<file path="src/rtl/battle_datapath_if.sv">
// Strobe/result bundle between the battle control FSM (master) and battle_datapath (slave).
// TYPE_EFFECT_EN adds the eff result field.
interface battle_datapath_if #(
    parameter int HP_W = 4
);
    logic [1:0]      p_move;
    logic            calc_damage;
    logic            active_trainer;
    logic            apply_damage;
    logic            target;
    logic            rng_bypass;
    logic [HP_W-1:0] p_hp;
    logic [HP_W-1:0] ai_hp;
    logic [HP_W-1:0] last_damage;
    logic            crit;
    logic [3:0]      pp_empty;
`ifdef TYPE_EFFECT_EN
    logic [1:0]      eff;

    modport master (
        output p_move, calc_damage, active_trainer, apply_damage, target, rng_bypass,
        input  p_hp, ai_hp, last_damage, crit, pp_empty, eff
    );
    modport slave (
        input  p_move, calc_damage, active_trainer, apply_damage, target, rng_bypass,
        output p_hp, ai_hp, last_damage, crit, pp_empty, eff
    );
`else
    modport master (
        output p_move, calc_damage, active_trainer, apply_damage, target, rng_bypass,
        input  p_hp, ai_hp, last_damage, crit, pp_empty
    );
    modport slave (
        input  p_move, calc_damage, active_trainer, apply_damage, target, rng_bypass,
        output p_hp, ai_hp, last_damage, crit, pp_empty
    );
`endif
endinterface

</file>
<file path="src/rtl/battle_datapath.sv">
// Battle datapath: HP, PP, Galois LFSR and latched damage for the battle FSM.
// Optional type effectiveness is enabled with the TYPE_EFFECT_EN macro.
module battle_datapath #(
    parameter int         HP_W      = 4,
    parameter int         P_MAX_HP  = 15,
    parameter int         AI_MAX_HP = 15,
    parameter int         PP_INIT   = 3,
    parameter logic [7:0] LFSR_SEED = 8'hA5
`ifdef TYPE_EFFECT_EN
    ,
    parameter logic [1:0] P_TYPE    = 2'd0,
    parameter logic [1:0] AI_TYPE   = 2'd1
`endif
) (
    input  logic          clk,
    input  logic          reset,
    battle_datapath_if.slave bus
);
    localparam int PP_W  = $clog2(PP_INIT + 1);
    localparam int EXT_W = HP_W + 3;
    localparam logic [EXT_W-1:0] DMG_MAX = EXT_W'((1 << HP_W) - 1);

    logic [7:0]      lfsr;
    logic [7:0]      lfsr_next;
    logic [PP_W-1:0] pp [4];
    logic [HP_W-1:0] p_hp;
    logic [HP_W-1:0] ai_hp;
    logic [HP_W-1:0] dmg_reg;
    logic            crit_reg;
    logic [1:0]      move;
    logic [2:0]      base;
    logic            variance;
    logic            crit_roll;
    logic [EXT_W-1:0] raw;
    logic [EXT_W-1:0] scaled;
    logic [HP_W-1:0] dmg_next;
    logic [HP_W-1:0] tgt_hp;
    logic [HP_W-1:0] tgt_hp_next;
    logic [3:0]      pp_empty;
`ifdef TYPE_EFFECT_EN
    logic [1:0]      eff_reg;
    logic [1:0]      eff_next;
    logic [1:0]      atk_type;
    logic [1:0]      def_type;
    logic [EXT_W-1:0] halved;

    function automatic logic [1:0] next_type(input logic [1:0] t);
        return (t == 2'd2) ? 2'd0 : t + 2'd1;
    endfunction
`endif

    // Right-shift Galois form of x^8+x^6+x^5+x^4+1.
    assign lfsr_next = lfsr[0] ? ({1'b0, lfsr[7:1]} ^ 8'hB8) : {1'b0, lfsr[7:1]};

    always_comb begin
        move = bus.active_trainer ? (bus.rng_bypass ? 2'd0 : lfsr[1:0]) : bus.p_move;
        case (move)
            2'd0:    base = 3'd2;
            2'd1:    base = 3'd3;
            2'd2:    base = 3'd4;
            default: base = 3'd1;
        endcase
        if (!bus.active_trainer && pp[bus.p_move] == '0)
            base = 3'd1;
        variance  = lfsr[2] & ~bus.rng_bypass;
        crit_roll = (lfsr[7:5] == 3'b111) & ~bus.rng_bypass;
        raw = EXT_W'(base) + EXT_W'(variance);
        if (crit_roll)
            raw = raw << 1;
`ifdef TYPE_EFFECT_EN
        case (move)
            2'd1:    atk_type = 2'd1;
            2'd2:    atk_type = 2'd2;
            default: atk_type = 2'd0;
        endcase
        def_type = bus.active_trainer ? P_TYPE : AI_TYPE;
        halved   = (raw >> 1 == '0) ? EXT_W'(1) : raw >> 1;
        if (next_type(atk_type) == def_type) begin
            scaled   = raw << 1;
            eff_next = 2'b01;
        end else if (next_type(def_type) == atk_type) begin
            scaled   = halved;
            eff_next = 2'b10;
        end else begin
            scaled   = raw;
            eff_next = 2'b00;
        end
`else
        scaled = raw;
`endif
        dmg_next = (scaled > DMG_MAX) ? DMG_MAX[HP_W-1:0] : scaled[HP_W-1:0];

        tgt_hp      = bus.target ? ai_hp : p_hp;
        tgt_hp_next = (dmg_reg >= tgt_hp) ? '0 : tgt_hp - dmg_reg;

        for (int unsigned i = 0; i < 4; i++)
            pp_empty[i] = (pp[i] == '0);
    end

    always_ff @(posedge clk or posedge reset) begin
        if (reset) begin
            lfsr     <= LFSR_SEED;
            p_hp     <= HP_W'(P_MAX_HP);
            ai_hp    <= HP_W'(AI_MAX_HP);
            dmg_reg  <= '0;
            crit_reg <= 1'b0;
            for (int unsigned i = 0; i < 4; i++)
                pp[i] <= PP_W'(PP_INIT);
`ifdef TYPE_EFFECT_EN
            eff_reg  <= 2'b00;
`endif
        end else begin
            lfsr <= lfsr_next;
            // Apply reads dmg_reg before this edge's calc overwrites it.
            if (bus.apply_damage) begin
                if (bus.target)
                    ai_hp <= tgt_hp_next;
                else
                    p_hp  <= tgt_hp_next;
            end
            if (bus.calc_damage) begin
                dmg_reg  <= dmg_next;
                crit_reg <= crit_roll;
`ifdef TYPE_EFFECT_EN
                eff_reg  <= eff_next;
`endif
                if (!bus.active_trainer && pp[bus.p_move] != '0)
                    pp[bus.p_move] <= pp[bus.p_move] - 1'b1;
            end
        end
    end

    assign bus.p_hp        = p_hp;
    assign bus.ai_hp       = ai_hp;
    assign bus.last_damage = dmg_reg;
    assign bus.crit        = crit_reg;
    assign bus.pp_empty    = pp_empty;
`ifdef TYPE_EFFECT_EN
    assign bus.eff         = eff_reg;
`endif
endmodule

</file>
<file path="src/flat_wrapper.sv">
// flat-port wrapper written by rule: the top's interface ports become plain ports
module battle_datapath_flat 
#(
    parameter int         HP_W      = 4,
    parameter int         P_MAX_HP  = 15,
    parameter int         AI_MAX_HP = 15,
    parameter int         PP_INIT   = 3,
    parameter logic [7:0] LFSR_SEED = 8'hA5

)
  (clk, reset, bus_p_move, bus_calc_damage, bus_active_trainer, bus_apply_damage, bus_target, bus_rng_bypass, bus_p_hp, bus_ai_hp, bus_last_damage, bus_crit, bus_pp_empty);
  battle_datapath_if #(.HP_W(HP_W)) bus_i ();
  input  logic clk;
  input  logic reset;
  input wire logic [$bits(bus_i.p_move)-1:0] bus_p_move;
  input wire logic [$bits(bus_i.calc_damage)-1:0] bus_calc_damage;
  input wire logic [$bits(bus_i.active_trainer)-1:0] bus_active_trainer;
  input wire logic [$bits(bus_i.apply_damage)-1:0] bus_apply_damage;
  input wire logic [$bits(bus_i.target)-1:0] bus_target;
  input wire logic [$bits(bus_i.rng_bypass)-1:0] bus_rng_bypass;
  output wire logic [$bits(bus_i.p_hp)-1:0] bus_p_hp;
  output wire logic [$bits(bus_i.ai_hp)-1:0] bus_ai_hp;
  output wire logic [$bits(bus_i.last_damage)-1:0] bus_last_damage;
  output wire logic [$bits(bus_i.crit)-1:0] bus_crit;
  output wire logic [$bits(bus_i.pp_empty)-1:0] bus_pp_empty;
  assign bus_i.p_move = bus_p_move;
  assign bus_i.calc_damage = bus_calc_damage;
  assign bus_i.active_trainer = bus_active_trainer;
  assign bus_i.apply_damage = bus_apply_damage;
  assign bus_i.target = bus_target;
  assign bus_i.rng_bypass = bus_rng_bypass;
  assign bus_p_hp = bus_i.p_hp;
  assign bus_ai_hp = bus_i.ai_hp;
  assign bus_last_damage = bus_i.last_damage;
  assign bus_crit = bus_i.crit;
  assign bus_pp_empty = bus_i.pp_empty;
  battle_datapath #(.HP_W(HP_W), .P_MAX_HP(P_MAX_HP), .AI_MAX_HP(AI_MAX_HP), .PP_INIT(PP_INIT), .LFSR_SEED(LFSR_SEED)) u_core (.clk(clk), .reset(reset), .bus(bus_i));
endmodule
</file>
<file path="config.mk">
export PLATFORM = sky130hd
export DESIGN_NAME = battle_datapath_flat
export DESIGN_NICKNAME = d
export VERILOG_FILES = /design/src/rtl/battle_datapath_if.sv /design/src/rtl/battle_datapath.sv /design/src/flat_wrapper.sv
export SDC_FILE = /design/constraint.sdc
export NUM_CORES = 1
export LEC_CHECK = 0
export ABC_CLOCK_PERIOD_IN_PS = 5130
export CORE_MARGIN = 8
export CORE_UTILIZATION = 55
export DETAILED_ROUTE_END_ITERATION = 10
export PLACE_DENSITY = 0.8
export REMOVE_ABC_BUFFERS = 1
export SLEW_MARGIN = 30
export SYNTH_ARGS = -nofsm -noshare
export SYNTH_HDL_FRONTEND = slang
export SYNTH_SLANG_ARGS = --single-unit
</file>
<file path="constraint.sdc">
create_clock -name clk -period 5.13 [get_ports clk]
set_input_delay 1.026 -clock clk [delete_from_list [all_inputs] [get_ports clk]]
set_output_delay 1.026 -clock clk [all_outputs]
set_load 0.05 [all_outputs]
</file>
==> impl_metrics.yaml <==
timing:
  rsz0062_at_grt: "no"
  layout_setup_ws_ps: 2019
  fin_crit_ps: 3111
  setup_viol: 0
  fin_setup_tns_ps: 0
  finalMaxSlewViolations: 0
  hold_viol_final: 0
  max_slew_margin_pct: 61.65
  max_freq_mhz: 321.5
  worst_pin_slew_ps: 574.5
  timing.final.crit_share_pct: 60.64
  clock_skew_ps: 10.86
worst_setup_path:
  cp_top_family: "buffers and inverters"
  crit_slowest_cell: "clkdlybuf4s50_1"
  crit_chain: "clkdlybuf4s50_1 -> mux4_2 -> inv_1 -> ha_1 -> nor2_1 -> o21ai_0 -> ha_1 -> ha_1 -> xor2_1 -> o221ai_1"
  cp_slowest_stage_delay_ps: 630
  worstPathRequired_ps: 5320
  criticalPathCategory: "input pin to flip-flop"
  end_kind: "flip-flop"
  cpMostUsedCell: "ha_1"
  arrival_ps: 3300
  startpoint_type: "input pin"
  critical_path_buf_inv_count: 2
  worst-path-stages: 10
  path_max_fanout: 7
  rr_worst_depth: 7
final_layout:
  multi_input_area_um2: 650.6
  seqCellArea_um2: 750.7
  n_antenna_cell: 0
  finalNetCount: 177
  nFillCells: 191
  final_cell_mix: "25 x clkdlybuf4s50_1, 20 x dfstp_2, 16 x nand2_1"
  top_regs: "u_core.lfsr x8, u_core.pp x8"
  drive_above_1_share_pct: 21.12
  areaGrowthSynthToFinish_pct: 22.64
  final_area_um2: 1789
  final_common_cell: "clkdlybuf4s50_1"
floorplan:
  start_util_pct: 58.36
  rows: 18
  die_x_um: 67.50
  boundaryPins: 26
  core_area_um2: 2500
  die_area_um2: 4556
  die_y_um: 67.50
place:
  routabilityCongestion: 0.8203
  hpwl_um: 2232
  dpl-instance-area_um2: 1730
  port_buffers: 25
  dp_slack_ps: 1689
grt:
  antenna_found_initial: 0
  overflow: 0
  grt_usage_pct: 13.83
  grt_pass1_wl_um: 4795
  grt_start_max_net_pins: 30
  grt_pass1_vias: 1109
pwr:
  p_leak_nw: 0.7796
  irDropWorstVdd_v: 0.0004527
  power.density_nw_per_um2: 598.2
clock_tree:
  cts_inserted_buffers: 5
  h-tree-depth: 2
  cts_sinks: 29
  clk_pin_slew_ps: 90
  clk_path_buf_depth: 2
  cts_setup_buffers: 0
  holdBufCountCts: 0
  cts_resized: 0
  cts-root-buf: "clkbuf_4"
  cts_tree: "done"
  clk_latency_ps: 320
detailed_routing:
  wl_per_cell_um: 14.92
  via_per_inst: 5.717
  drt-pass1-iter-count: 4
  drt_first_iter_violations: 51
  wl_um: 2849
  drc: 0
  ant_nets: 0
  dr_total_vias: 1092
yosys:
  synthTopCellsByArea: "dfstp_2 36%, dfrtp_1 15%, ha_1 6.0%"
  avgSynthCellArea_um2: 11.05
  async_flop_share_pct: 100.0
  synth_fa_ha_area_share_pct: 7.376
  synth.area.mux_share_pct: 6.690
  synth_top_family_by_area: "simple AND/OR/NAND/NOR gates"
  yosys.area_share.simple_pct: 13.81
  ys_seq_elements: 29
  synth_edf_count: 0
  ys_warn_count: 0
  yosys.area_share.xor_xnor_pct: 6.003
  syn_area_um2: 1459
  synth_compound_area_share_pct: 10.72
  synthCells: 132
  ys_seq_area_share_pct: 51.46
  yosysTopAreaCell: "dfstp_2"
  ys_types: 31
  synth_top_area_share_pct: 36.02
  yosys_most_used_dff: "dfstp_2"
worst_hold_path:
  hp-class: "flip-flop to flip-flop"
  hold_depth: 0
status:
  outcome: "complete, no violations"
run:
  drv_cap: 0
## cell type report
cell class | count | share of cell area, %
inverters | 11 | 2.308
repair buffers | 25 | 13.99
multi-input cells | 88 | 36.36
clock buffers | 8 | 3.287
well taps | 30 | 2.098
flip-flops and latches | 29 | 41.96
## logic make-up after synthesis
group / after synthesis
AO/OA/AOI/OAI: 22
XOR/XNOR: 10
adder cells (fa/ha/maj): 8
buffers and inverters: 15
flip-flops: 29
multiplexers: 7
AND/OR/NAND/NOR: 41
## final timing paths
path | end | startpoint | slack (ps)
max in group asynchronous | u_core.lfsr[2] | reset | 3660
min in group asynchronous | u_core.lfsr[4] | reset | 1080
hold reg to reg | u_core.lfsr[2] | u_core.lfsr[3] | 360
hold / removal | u_core.lfsr[2] | u_core.lfsr[3] | 360
setup reg to reg | u_core.bus.ai_hp[1] | u_core.bus.ai_hp[0] | 2920
setup / recovery | u_core.bus.last_damage[2] | bus_p_move[0] | 2020
## Yosys cell counts (2+ instances only)
master / number
nor2_1: 10
dfrtp_1: 9
o21ai_0: 6
inv_1: 11
nand2b_1: 2
nand4b_1: 2
dfstp_2: 20
a21oi_1: 2
xor2_1: 7
mux4_2: 2
ha_1: 7
mux2i_1: 3
nor2b_1: 3
clkbuf_1: 3
nand3_1: 3
nand2_1: 16
mux2_2: 2
o221ai_1: 2
xnor2_1: 3
o31ai_1: 8
## power breakdown
group	internal [mW]	switching, mW	total, mW
combinational	0.206	0.336	0.542
sequential	0.334	0.0546	0.388
clock	0.0675	0.0723	0.140
total	0.607	0.463	1.07
## layer usage
layer	GRT usage, %	up-vias	wire length, um
li1	-	513	-
met1	14.50	553	1159
met2	24.02	19	1479
met3	4.470	7	154
met4	7.572	0	56
met5	0	-	0
## stage by stage
| stage | hold WS [ps] | utilization (%) | power, mW | instances |
|---|---|---|---|---|
| finish | 360.2 | 71.57 | 1.070 | 191 |
| detailed placement | 346.0 | 69.22 | 0.9369 | 183 |
| global placement | 345.9 | 69.22 | 0.9173 | 183 |
| floorplan | 333.0 | - | 0.7716 | 128 |
| global route | 369.0 | 71.57 | 1.138 | 191 |
| CTS | 365.9 | 71.57 | 1.081 | 191 |
Note: power is estimated with default switching activity, not from simulation.
